--- config.mk ---
export PLATFORM = sky130hd
export DESIGN_NAME = ps2_rx_frame
export DESIGN_NICKNAME = d
export VERILOG_FILES = /design/src/rtl/ps2_rx_frame.sv
export SDC_FILE = /design/constraint.sdc
export NUM_CORES = 1
export LEC_CHECK = 0
export ABC_AREA = 1
export CAP_MARGIN = 20
export CORE_MARGIN = 4
export CORE_UTILIZATION = 25
export CTS_CLUSTER_SIZE = 20
export DETAILED_ROUTE_END_ITERATION = 8
export SYNTH_ARGS = -nofsm -noshare
export SYNTH_HDL_FRONTEND = slang
export SYNTH_SLANG_ARGS = --single-unit
--- constraint.sdc ---
create_clock -name clk -period 4.17 [get_ports clk]
set_clock_uncertainty 0.15 [all_clocks]
set_input_delay 0.834 -clock clk [delete_from_list [all_inputs] [get_ports clk]]
set_output_delay 0.834 -clock clk [all_outputs]
set_load 0.02 [all_outputs]
--- src/rtl/ps2_rx_frame.sv ---
// ps2_rx_frame: PS/2 device-to-host frame receiver running entirely in the
// system clock domain. Synchronises the raw lines, deglitches the PS/2 clock,
// deserialises start / 8 data (LSB first) / odd parity / stop, and reports
// good bytes (rx_valid) or parity / framing / timeout errors (rx_err).
// Optional feature macro: PS2_RX_TIMEOUT_EN builds the inter-edge timeout.
//
// Handshake: rx_valid and rx_err are single-cycle strobes with no ready
// back-pressure; the consumer must take rx_byte / err_code in the strobe
// cycle (both values are also held until the next event of their kind).
module ps2_rx_frame #(
  parameter int FILTER_LEN     = 8,
  parameter int TIMEOUT_CYCLES = 50000
) (
  input  logic       clk,
  input  logic       rst_n,
  input  logic       ps2k_clk,
  input  logic       ps2k_data,
  output logic [7:0] rx_byte,
  output logic       rx_valid,
  output logic       rx_err,
  output logic [1:0] err_code,
  output logic       busy
);

  typedef enum logic [1:0] {IDLE, DATA, PARITY, STOP} state_t;

  localparam logic [7:0] FILT_LAST = 8'(FILTER_LEN - 1);

  state_t      state_q, state_d;
  logic        clk_s1, clk_s2, data_s1, data_s2;
  logic        filt, filt_prev;
  logic [7:0]  filt_cnt;
  logic        fall;
  logic        timeout;
  logic [7:0]  shreg;
  logic [2:0]  bit_cnt;
  logic        par_ok;
  logic        valid_d, err_d, load_d;
  logic [1:0]  code_d;

  // Two-flop synchronisers for both raw lines; idle-high reset value
  always_ff @(posedge clk or negedge rst_n) begin
    if (!rst_n) begin
      clk_s1  <= 1'b1;
      clk_s2  <= 1'b1;
      data_s1 <= 1'b1;
      data_s2 <= 1'b1;
    end else begin
      clk_s1  <= ps2k_clk;
      clk_s2  <= clk_s1;
      data_s1 <= ps2k_data;
      data_s2 <= data_s1;
    end
  end

  // Clock deglitcher: filt only follows after FILTER_LEN consecutive differing samples
  always_ff @(posedge clk or negedge rst_n) begin
    if (!rst_n) begin
      filt      <= 1'b1;
      filt_prev <= 1'b1;
      filt_cnt  <= 8'd0;
    end else begin
      filt_prev <= filt;
      if (clk_s2 == filt) begin
        filt_cnt <= 8'd0;
      end else if (filt_cnt == FILT_LAST) begin
        filt     <= ~filt;
        filt_cnt <= 8'd0;
      end else begin
        filt_cnt <= filt_cnt + 8'd1;
      end
    end
  end

  // One-cycle falling-edge event of the filtered clock; data_s2 is the bit for it
  assign fall = filt_prev & ~filt;

`ifdef PS2_RX_TIMEOUT_EN
  localparam int TW = $clog2(TIMEOUT_CYCLES + 1);
  localparam logic [TW-1:0] TO_LAST = TW'(TIMEOUT_CYCLES - 1);

  logic [TW-1:0] to_cnt;

  // Cycles since the last filtered fall inside a frame
  always_ff @(posedge clk or negedge rst_n) begin
    if (!rst_n) begin
      to_cnt <= '0;
    end else if (fall || state_q == IDLE) begin
      to_cnt <= '0;
    end else begin
      to_cnt <= to_cnt + 1'b1;
    end
  end

  // A fall in the same cycle rescues the frame
  assign timeout = (state_q != IDLE) && !fall && (to_cnt == TO_LAST);
`else
  // Without the timeout a stalled frame waits for more edges or reset
  assign timeout = 1'b0;
  wire unused_timeout_cfg = (TIMEOUT_CYCLES != 0);
`endif

  // FSM state register
  always_ff @(posedge clk or negedge rst_n) begin
    if (!rst_n) state_q <= IDLE;
    else        state_q <= state_d;
  end

  // FSM next-state logic
  always_comb begin
    state_d = state_q;
    if (timeout) begin
      state_d = IDLE;
    end else if (fall) begin
      case (state_q)
        IDLE:    if (!data_s2) state_d = DATA;
        DATA:    if (bit_cnt == 3'd7) state_d = PARITY;
        PARITY:  state_d = STOP;
        STOP:    state_d = IDLE;
        default: state_d = IDLE;
      endcase
    end
  end

  // FSM outputs: next values of the strobes, error code and byte load
  always_comb begin
    valid_d = 1'b0;
    err_d   = 1'b0;
    load_d  = 1'b0;
    code_d  = err_code;
    if (timeout) begin
      err_d  = 1'b1;
      code_d = 2'd3;
    end else if (fall && state_q == STOP) begin
      if (!data_s2) begin
        err_d  = 1'b1;
        code_d = 2'd2;
      end else if (par_ok) begin
        valid_d = 1'b1;
        load_d  = 1'b1;
      end else begin
        err_d  = 1'b1;
        code_d = 2'd1;
      end
    end
  end

  // Datapath: shift register, bit count, parity capture and registered outputs
  always_ff @(posedge clk or negedge rst_n) begin
    if (!rst_n) begin
      shreg    <= 8'h00;
      bit_cnt  <= 3'd0;
      par_ok   <= 1'b0;
      rx_byte  <= 8'h00;
      rx_valid <= 1'b0;
      rx_err   <= 1'b0;
      err_code <= 2'd0;
    end else begin
      rx_valid <= valid_d;
      rx_err   <= err_d;
      err_code <= code_d;
      if (load_d) rx_byte <= shreg;
      if (fall && !timeout) begin
        case (state_q)
          IDLE: bit_cnt <= 3'd0;
          DATA: begin
            shreg   <= {data_s2, shreg[7:1]};
            bit_cnt <= bit_cnt + 3'd1;
          end
          PARITY:  par_ok <= ^{shreg, data_s2};
          default: ;
        endcase
      end
    end
  end

  assign busy = (state_q != IDLE);

endmodule

# Word-level counts from Yosys, hierarchy flattened
# Cells that the tools add are included.
[word_totals] reg_bits=40 inputBits=4 output_inout_bits=13 elab_cells=54
[op_classes] add_sub_neg=2 n_eq_ne=9 n_mux=14 bitwise=3 reduce_logical=11
[op_table] cell="8-bit two-way mux" n=2
[op_table] cell="2-bit AND reduction" n=5
[op_table] cell="9-bit XOR reduction" n=1
[op_table] cell="8-bit by 1-bit adder with 8-bit output (second input constant)" n=1
[op_table] cell="8-bit by 3-bit equality test with 1-bit output (second input constant)" n=1
[op_table] cell="2-bit two-way mux" n=4
[op_table] cell="2-bit one-hot mux with 4 select lines" n=1
[op_table] cell="1-bit two-way mux" n=6
[op_table] cell="2-bit != test (second input constant)" n=3
[op_table] cell="3-bit one-hot mux with 2 select lines" n=1
[op_table] cell="2-bit equality test (second input constant)" n=2
[op_table] cell="2-bit nonzero test" n=2
[op_table] cell="3-bit by 1-bit adder with 3-bit output (second input constant)" n=1
[op_table] cell="3-bit equality test (second input constant)" n=1
[op_table] cell="3-bit AND reduction" n=1
[op_table] cell="2-bit by 1-bit equality test with 1-bit output (second input constant)" n=1
[op_table] cell="2-bit zero test" n=1
[op_table] cell="1-bit inverter" n=2
[op_table] cell="1-bit bitwise AND" n=1
[op_table] cell="1-bit equality test" n=1
[op_table] cell="1-bit logical AND" n=1

# Logic depth before layout (Yosys ltp)
[depth] word_depth=4 depth_mapped=9 depth_no_buf=9

# Worst setup path after synthesis
# No wires, ideal clock.
[synth_timing] path_kind="register -> output" startpoint="register state_q[0]" endpoint="output port busy" arrival_ps=786 required_time_ps=3186 setup_slack_ps=2400 stages_incl_launch_ff=4 path_buffers=0 cell_sequence="dfrtp_1 inv_1 ha_1 inv_1"
[synth_via] elab_chain_cells=1
[synth_lines] item="from (decl)" line="29" text="state_t state_q, state_d;"
[synth_lines] item="from (signal assigned)" line="106" text="else state_q <= state_d;"
[synth_lines] item="2-bit nonzero test" line="177" text="assign busy = (state_q != IDLE);"
[synth_lines] item="to (decl)" line="22" text="output logic busy"
# No other way between the ends.

# Worst setup path in the final report
# Same ends and word-level chain as after synthesis.

==> impl_metrics.py <==
metrics = {
    "outcome": {
        "status": "complete, no violations",
    },
    "worst_setup_path": {
        "cp.arrival_ns": 1.67,
        "end_kind": "output pin",
        "path_cells": "inv_1, ha_1, inv_1, clkdlybuf4s50_1",
        "crit_fanout": 4,
        "crit_family": "buffers and inverters",
        "crit_path_frequent_cell": "inv_1",
        "start_kind": "register",
        "reg2regPathDepth": 5,
        "max_stage_delay_ns": 0.59,
        "cp.required_ns": 3.19,
        "r2r_slack_ns": 2.51,
        "crit_type": "reg2out",
        "cp.depth": 4,
        "critPathBufInv": 3,
        "critPathSlowestCell": "clkdlybuf4s50_1",
    },
    "yosys": {
        "synth_nets": 200,
        "ys_types": 23,
        "ys_ff_latch": 40,
        "synthCells": 187,
        "ys_seq_area_share_pct": 56.0,
        "syn_area_per_cell_sq_um": 9.63,
        "yosys_warnings": 0,
        "syn_area_sq_um": 1800,
    },
    "clocking": {
        "clk-insertion-delay-late_ns": 0.29,
        "cts_resized": 0,
        "cts-root-buf": "clkbuf_8",
        "clockBufferDepth": 2,
        "cts-buffers-inserted": 5,
        "cts_tree": "built",
        "cts_setup_buffers": 0,
        "postCtsHoldBufs": 0,
        "cts.sinks": 40,
        "cts.clk_slew.worst_paths_ns": 0.08,
        "cts_max_level": 2,
    },
    "cells_and_area": {
        "multi_input_area_sq_um": 706,
        "fillers": 734,
        "nets": 221,
        "regArea_sq_um": 1010,
        "layout_commonest_cell": "nand2_1",
        "drive_gt1_share_pct": 9.09,
        "final_cell_mix": "39 x nand2_1, 34 x dfrtp_1, 25 x nor2_1",
        "syn2layout_area_growth_pct": 19.6,
        "fin_area_sq_um": 2150,
        "n_antenna_cell": 0,
    },
    "sta": {
        "hold_viol_final": 0,
        "rsz0062_at_grt": "false",
        "report.final.slew_viol_count": 0,
        "fin_setup_tns_ns": 0,
        "timing.final.crit_period_ns": 2.65,
        "worstMarginPinSlew_ns": 0.894,
        "setup_viol": 0,
        "fin_crit_sh_pct": 63.7,
        "maxSlewHeadroom_pct": 40.4,
        "fmaxAchievable_mhz": 377,
    },
    "power": {
        "leakagePower_uw": 0.00104,
        "p_per_area_nw_per_um2": 506,
        "sw_frac_of_total_pct": 33.9,
        "p_comb_share_pct": 27.9,
        "p_seq_share_pct": 47.5,
        "ir_drop_v": 0.000208,
        "p_switching_uw": 370,
        "p_clk_share_pct": 24.6,
        "p_int_uw": 721,
    },
    "route": {
        "firstDrtPassIters": 4,
        "wl_mm": 3.02,
        "wl_per_cell_um": 9.90,
        "via_per_inst": 4.08,
        "vias": 1243,
        "ant_nets": 0,
        "drc": 0,
        "initialDrtViolationCount": 70,
    },
    "global_routing": {
        "grt_overflow_total": 0,
        "grt_usage_pct": 8.02,
        "grt_first_pass_wirelength_mm": 5.46,
        "antenna_found_initial": 0,
        "grt_max_degree": 41,
        "grt_pass1_vias": 1216,
    },
    "job": {
        "maxCapViolCount": 0,
    },
    "floorplanning": {
        "die_area_sq_um": 8630,
        "die-width_um": 92.9,
        "core_sq_um": 6910,
        "die_h_um": 92.9,
        "io_pins": 17,
        "rows": 30,
        "start_util_pct": 26.1,
    },
    "placed_design": {
        "placed_area_sq_um": 2060,
        "gp_congestion": 0.759,
        "port-buffer-count": 16,
        "dp_hpwl_mm": 2.13,
    },
    "worst_hold_path": {
        "hold_path_depth": 0,
        "hold_class": "reg2reg",
    },
}
==> worst paths after layout <==
check / from / end
setup / recovery: state_q[0]$_DFFE_PN0P_ / busy
hold / removal: data_s1$_DFF_PN1_ / data_s2$_DFF_PN1_
setup reg to reg: filt_prev$_DFF_PN1_ / rx_byte[5]$_DFFE_PN0P_
hold reg to reg: data_s1$_DFF_PN1_ / data_s2$_DFF_PN1_
max in group asynchronous: rst_n / rx_err$_DFF_PN0_
min in group asynchronous: rst_n / filt_cnt[1]$_DFF_PN0_
==> power groups by stage <==
stage          logic (uW)  registers, uW  clock network, uW
2_1_floorplan         210            530                  0
3_5_place_dp          307            528                  0
6_report              304            518                268
5_1_grt               351            531                296
4_1_cts               309            521                281
3_3_place_gp          299            524                  0
==> stage by stage <==
step	hold slack (ns)	cells	total power (uW)	utilization (%)	setup slack, ns
2_1_floorplan	0.195	187	740	-	2.40
3_3_place_gp	0.196	297	823	29.8	1.87
3_5_place_dp	0.197	297	836	29.8	1.83
4_1_cts	0.210	305	1110	31.2	1.50
5_1_grt	0.214	305	1180	31.2	1.42
6_report	0.208	305	1090	31.2	1.52
==> cells in the mapped netlist, drive strengths merged <==
| library cell | n | area (sq um) |
|---|---|---|
| nand2 | 40 | 158 |
| dfrtp | 34 | 851 |
| nor2 | 27 | 125 |
| inv | 19 | 71.3 |
| nand3 | 12 | 60.1 |
| a21oi | 11 | 55.1 |
| ha | 9 | 113 |
| o21ai | 9 | 45.0 |
| dfstp | 6 | 158 |
| xnor2 | 5 | 43.8 |
| xor2 | 5 | 43.8 |
| buf | 2 | 16.3 |
| mux2 | 2 | 22.5 |
| nand3b | 1 | 7.51 |
| nand4 | 1 | 6.26 |
| nor3 | 1 | 5.00 |
| o211ai | 1 | 7.51 |
| o21bai | 1 | 7.51 |
| or2 | 1 | 6.26 |
==> state kept, by name, indices dropped and copies added (netlist names) <==
register and flops:
filt 1, bit_cnt 3, err_code 2, rx_byte 8, rx_valid 1, rx_err 1, filt_prev 1, clk_s1 1
clk_s2 1, data_s1 1, state_q 2, filt_cnt 8, shreg 8, par_ok 1, data_s2 1
==> cell type report <==
type | count | area share [%]
Clock buffer | 7 | 4.01
Clock inverter | 1 | 0.348
Timing Repair Buffer | 16 | 7.20
Inverter | 19 | 3.31
Sequential cell | 40 | 46.8
Tap cell | 96 | 5.57
Multi-Input combinational cell | 126 | 32.8
==> per-layer routing <==
layer | global-route usage (%) | wire [um]
met2 | 11.6 | 1310
met1 | 10.4 | 1530
met3 | 2.19 | 103
met4 | 5.25 | 73
met5 | 0 | 0
==> logic make-up (layout without fill, tap and decap cells) <==
group / after synthesis / in the layout / share of synthesized area (%)
compound gates: 22 / 22 / 6.39
xor+xnor: 10 / 10 / 4.86
fa+ha+maj: 9 / 9 / 6.25
buf+inv: 21 / 43 / 4.86
flops: 40 / 40 / 56.0
mux: 2 / 2 / 1.25
simple gates: 83 / 83 / 20.4
No activity file was read; power rests on OpenSTA's default activity.
